### src/rtl/ad7124_result_bram_writer.sv
// Collects tagged AD7124 results into a ping-pong BRAM bank pair; on each frame
// boundary writes a {frame_count, beat_count} header, swaps banks and pulses irq.
module ad7124_result_bram_writer #(
  parameter int NUM_OF_CH       = 54,
  parameter int BANK_BYTES      = 512,
  parameter int BRAM_ADDR_WIDTH = 13
) (
  input  logic                       aclk,
  input  logic                       areset,
  input  logic                       enable,
  input  logic                       frame_start,
  input  logic                       clear_err,
  input  logic                       s_tvalid,
  output logic                       s_tready,
  input  logic [6:0]                 s_tchannel,
  input  logic [23:0]                s_tdata,
  input  logic [7:0]                 s_tstatus,
  output logic                       bram_clk,
  output logic                       bram_rst,
  output logic                       bram_en,
  output logic [3:0]                 bram_we,
  output logic [BRAM_ADDR_WIDTH-1:0] bram_addr,
  output logic [31:0]                bram_wrdata,
  output logic                       irq_pulse,
  output logic                       active_bank,
  output logic [15:0]                frame_count,
  output logic                       err_chan,
  output logic                       err_overrun
);

  typedef enum logic [2:0] {
    ST_IDLE,
    ST_COLLECT,
    ST_HDR0,
    ST_HDR1,
    ST_SWAP
  } state_t;

  localparam logic [6:0]                 LP_NUM_CH    = 7'(NUM_OF_CH);
  localparam logic [BRAM_ADDR_WIDTH-1:0] LP_BANK_BASE = BRAM_ADDR_WIDTH'(BANK_BYTES);

  state_t                     r_state;
  state_t                     w_next_state;
  logic [7:0]                 r_beat_count;
  logic                       w_beat;
  logic                       w_chan_ok;
  logic                       w_wr;
  logic [7:0]                 w_word;
  logic [31:0]                w_data;
  logic [BRAM_ADDR_WIDTH-1:0] w_addr;
  logic                       w_swap;
  logic                       w_overrun;
  logic                       w_frame_open;

  assign bram_clk = aclk;
  assign bram_rst = areset;

  always_ff @(posedge aclk) begin
    if (areset) r_state <= ST_IDLE;
    else        r_state <= w_next_state;
  end

  always_comb begin
    w_next_state = r_state;
    if (!enable) begin
      w_next_state = ST_IDLE;
    end else begin
      case (r_state)
        ST_IDLE:    if (frame_start) w_next_state = ST_COLLECT;
        ST_COLLECT: if (frame_start) w_next_state = ST_HDR0;
        ST_HDR0:    w_next_state = ST_HDR1;
        ST_HDR1:    w_next_state = ST_SWAP;
        ST_SWAP:    w_next_state = ST_COLLECT;
        default:    w_next_state = ST_IDLE;
      endcase
    end
  end

  always_comb begin
    // NOTE: every combinational output gets a default first so no path infers a latch.
    s_tready  = (r_state == ST_COLLECT);
    w_beat    = s_tvalid && s_tready;
    w_chan_ok = (s_tchannel < LP_NUM_CH);
    w_wr      = 1'b0;
    w_word    = 8'd0;
    w_data    = 32'd0;
    case (r_state)
      ST_COLLECT: begin
        if (w_beat && w_chan_ok) begin
          w_wr   = 1'b1;
          w_word = {1'b0, s_tchannel} + 8'd2;
          w_data = {s_tstatus, s_tdata};
        end
      end
      ST_HDR0: begin
        w_wr   = enable;
        w_data = {16'h0, frame_count};
      end
      ST_HDR1: begin
        w_wr   = enable;
        w_word = 8'd1;
        w_data = {24'h0, r_beat_count};
      end
      default: ;
    endcase
    w_addr       = (active_bank ? LP_BANK_BASE : '0) + BRAM_ADDR_WIDTH'({w_word, 2'b00});
    w_swap       = (r_state == ST_SWAP) && enable;
    w_overrun    = frame_start &&
                   ((r_state == ST_HDR0) || (r_state == ST_HDR1) || (r_state == ST_SWAP));
    w_frame_open = (r_state == ST_IDLE) && (w_next_state == ST_COLLECT);
  end

  // NOTE: only control/status state is reset; BRAM contents written earlier stay as they are.
  always_ff @(posedge aclk) begin
    if (areset) begin
      bram_en      <= 1'b0;
      bram_we      <= 4'h0;
      bram_addr    <= '0;
      bram_wrdata  <= 32'd0;
      irq_pulse    <= 1'b0;
      active_bank  <= 1'b0;
      frame_count  <= 16'd0;
      r_beat_count <= 8'd0;
      err_chan     <= 1'b0;
      err_overrun  <= 1'b0;
    end else begin
      bram_en   <= w_wr;
      bram_we   <= {4{w_wr}};
      irq_pulse <= w_swap;
      if (w_wr) begin
        bram_addr   <= w_addr;
        bram_wrdata <= w_data;
      end
      if (w_swap) begin
        active_bank <= ~active_bank;
        frame_count <= frame_count + 16'd1;
      end
      if (w_swap || w_frame_open)
        r_beat_count <= 8'd0;
      else if (w_beat && w_chan_ok && (r_beat_count != 8'hFF))
        r_beat_count <= r_beat_count + 8'd1;
      // clear_err wins over a set landing in the same cycle
      if (clear_err)                    err_chan <= 1'b0;
      else if (w_beat && !w_chan_ok)    err_chan <= 1'b1;
      if (clear_err)                    err_overrun <= 1'b0;
      else if (w_overrun)               err_overrun <= 1'b1;
    end
  end

endmodule

### config.mk
export PLATFORM = sky130hd
export DESIGN_NAME = ad7124_result_bram_writer
export DESIGN_NICKNAME = d
export VERILOG_FILES = /design/src/rtl/ad7124_result_bram_writer.sv
export SDC_FILE = /design/constraint.sdc
export NUM_CORES = 1
export LEC_CHECK = 0
export ABC_AREA = 1
export CAP_MARGIN = 20
export CORE_MARGIN = 2
export CORE_UTILIZATION = 49
export DETAILED_ROUTE_END_ITERATION = 8
export PLACE_DENSITY = 0.85
export SYNTH_ARGS = -nofsm -noshare
export SYNTH_HDL_FRONTEND = slang
export SYNTH_SLANG_ARGS = --single-unit
### constraint.sdc
create_clock -name aclk -period 3.9 [get_ports aclk]
set_clock_uncertainty 0.15 [all_clocks]
set_input_delay 0.78 -clock aclk [delete_from_list [all_inputs] [get_ports aclk]]
set_output_delay 0.78 -clock aclk [all_outputs]
set_load 0.01 [all_outputs]
==> summary.txt, run 1 <==
Logic synthesis
  • Post-synth design cell area: roughly 3500 µm²
  • Count of cell types in the netlist: 32
  • Gate Count Post-Synth: about 500
  • Syn avg cell area: 6.894 µm²
  • Yosys warning total: 0
  • Post-synthesis sequential area ratio: 42.23%
  • Yosys reg bits: 73

Layout
  • Fin area: ~4800 µm²
  • ANT cells: 0
  • Area grow syn2layout: 38.18%
  • Layout cell share with drive strength beyond 1: between 5 and 6%
  • Most frequent cells in the layout: nand2_1 (214), clkdlybuf4s50_1 (113), dfxtp_1 (73)
  • Nets: 659
  • Commonest non-fill, non-tap cell in the layout: nand2_1
  • Fin util: roughly 70%
  • Non-Filler Instances: approximately 700

Power
  • Pleak: a little over 0.002 µW
  • Sequential power share: roughly half
  • Combinational share of power: 7.7%
  • Int Pwr: approximately 1100 µW
  • Clock share of power: about 43%
  • Psw: a little under 400 µW
  • Sw Ratio: about 26%
  • Pwr dens: roughly 320 nW/µm²
  • Peak supply drop: 346.9 µV

Detailed routing
  • DRC errors left: 0
  • Pre-Repair DR Iteration Count: 5
  • Avg WL per Cell: ~14 µm
  • Detailed Route WL: 9799 µm
  • Via count: 3657
  • Routed Antenna Nets: 0
  • Via density per instance: about 5.1
  • First DRT Iteration DRCs: roughly 300

Critical path
  • CP arrival: between 2 and 3 ns
  • CP Class: clk2out
  • CP Cell Sequence: clkbuf_8 -> clkbuf_8 -> clkdlybuf4s50_1
  • Worst Path Max Fanout: 2
  • CP Launch Type: clock port
  • Crit path capture type: output pin
  • Max stage delay on crit path: approximately 0.46 ns
  • Crit-path slowest cell: clkdlybuf4s50_1
  • Most used cell, CP: clkbuf_8
  • Required @ worst endpoint: 2.97 ns
  • FF-to-FF path depth: 10

STA
  • RSZ-0062 raised after global routing: no
  • Setup violations, final: 0
  • Hold Fails Final Rpt: 0
  • Worst slew margin: between 40 and 50%
  • Max-slew violation count: 0
  • Setup tns final: 0 ns
  • Tightest Pin Transition: approximately 0.82 ns

Global route
  • Largest net degree at the start of global routing: 40
  • Global Route Usage Sum: around 26%
  • Overflow after GRT: 0
  • GRT Max-Usage Layer: met2
  • Initial antenna violation count: 0
  • Met2 usage: a little over 40%
  • Number of global-route vias before repair: around 3400
  • GR Util met3: 7.163%
  • Global-route wire length before repair: 15420 µm
  • GR Util met1: 33.26%

Hold path
  • Worst hold path class: reg2reg
  • Worst hold stages: 2

Place
  • Inst Count DP: 692
  • Post-DP HPWL: 7112 µm
  • Gp weighted congestion: 0.8738
  • Port Buffer Count: approximately 110
  • Placed Area: roughly 4600 µm²

Floorplan
  • Die Y: just under 90 µm
  • Starting Density: between 50% and 60%
  • DIE WIDTH: 88.04 µm
  • I/O Pins: ~120
  • Area of the die: roughly 7800 µm²
  • CORE AREA: slightly below 7000 µm²
  • Placement Rows: 30

Status
  • Status: complete, no violations

Clocking
  • PostCTS Resize Cnt: 0
  • Clock transition at path regs: 0.09 ns
  • Post-CTS setup repair buffer count: 0
  • Hold buffers post-CTS: 0
  • TritonCTS clock tree: built
  • Clock Latency Late Sink: about 0.46 ns

Run
  • Max Cap Violations: 0
==> routing by layer <==
metal | vias up | wire length (µm) | share of wire [%]
li1 | 1805 | - | -
met1 | 1668 | 4189 | 43
met2 | 165 | 4669 | 48
met3 | 19 | 735 | 7.5
met4 | 0 | 204 | 2.1
met5 | - | 0 | 0
==> logic make-up (layout without fill, tap and decap cells) <==
logic type      count (synthesis)  after routing  synth area share [%]
simple gates                  310            310                 38.18
flops                          73             73                 42.23
buf+inv                        58            167                 8.496
compound gates                 52             52                 8.532
fa+ha+maj                       4              4                 1.446
xor+xnor                        4              4                 1.012
other cells                     1              5                0.1084
==> synth_stat cells, drive strengths merged <==
cell,number,share of area (%)
a21oi,24,3.5
a22o,1,0.25
a22oi,8,1.7
buf,23,4.6
clkbuf,1,0.11
conb,1,0.11
dfxtp,73,42
ha,4,1.4
inv,34,3.8
nand2,217,24
nand3,37,5.4
nand3b,2,0.43
nand4,7,1.4
nor2,44,6.3
nor3,2,0.29
o2111ai,1,0.25
o21a,2,0.43
o21ai,15,2.2
o21bai,1,0.22
or2,1,0.18
xnor2,1,0.25
xor2,3,0.76
==> critical path: cells and delay by family <==
family   cells  cell delay, ns
buf+inv      3            0.69
==> final timing paths <==
check / from / end / slack, ns
max: aclk / bram_clk / 0.33
min: bram_addr[4] / bram_addr[4] / 0.30
max reg2reg: r_state[2] / r_beat_count[1] / 1.78
min reg2reg: bram_addr[4] / bram_addr[4] / 0.30
==> power by group through the flow <==
stage | clock network, µW | logic [µW] | registers [µW]
floorplan | 21.1 | 53.2 | 771
finish | 642 | 117 | 752
detailed placement | 26.1 | 115 | 770
global route | 681 | 126 | 753
global placement | 26.1 | 114 | 769
CTS | 652 | 116 | 752
==> area by class of cell <==
cell class,instances,area (µm²)
clock buffer,14,178.9
tap,96,120.1
clock inverter,6,42.54
multi-input combinational,375,1720
timing repair buffer,113,1129
inverter,34,130.1
sequential,73,1461
fill,573,2049
==> registers in the layout (all words and copies together) (netlist names) <==
register and flops:
frame_count 16, bram_wrdata 32, active_bank 1, r_beat_count 8, err_chan 1, r_state 3
bram_we 1, bram_addr 9, err_overrun 1, irq_pulse 1
==> metrics by stage <==
step / setup slack (ns) / power [µW] / hold WS, ns
detailed placement: 0.5712 / 911.0 / 0.2868
CTS: 0.3207 / 1520 / 0.3024
global route: 0.3235 / 1560 / 0.3178
global placement: 0.5712 / 909.3 / 0.2795
finish: 0.3303 / 1511 / 0.3018
floorplan: 0.9009 / 845.5 / 0.3107
Power figures use the tool's default switching activity.
==> run 2, diff against run 1 <==
--- a/config.mk
+++ b/config.mk
@@ -6,7 +6,6 @@
 export NUM_CORES = 1
 export LEC_CHECK = 0
 export ABC_AREA = 1
-export CAP_MARGIN = 20
 export CORE_MARGIN = 2
 export CORE_UTILIZATION = 49
 export DETAILED_ROUTE_END_ITERATION = 8
==> results of run 2 <==
Same layout as run 1: the final DEF is identical, and so are final timing and power.
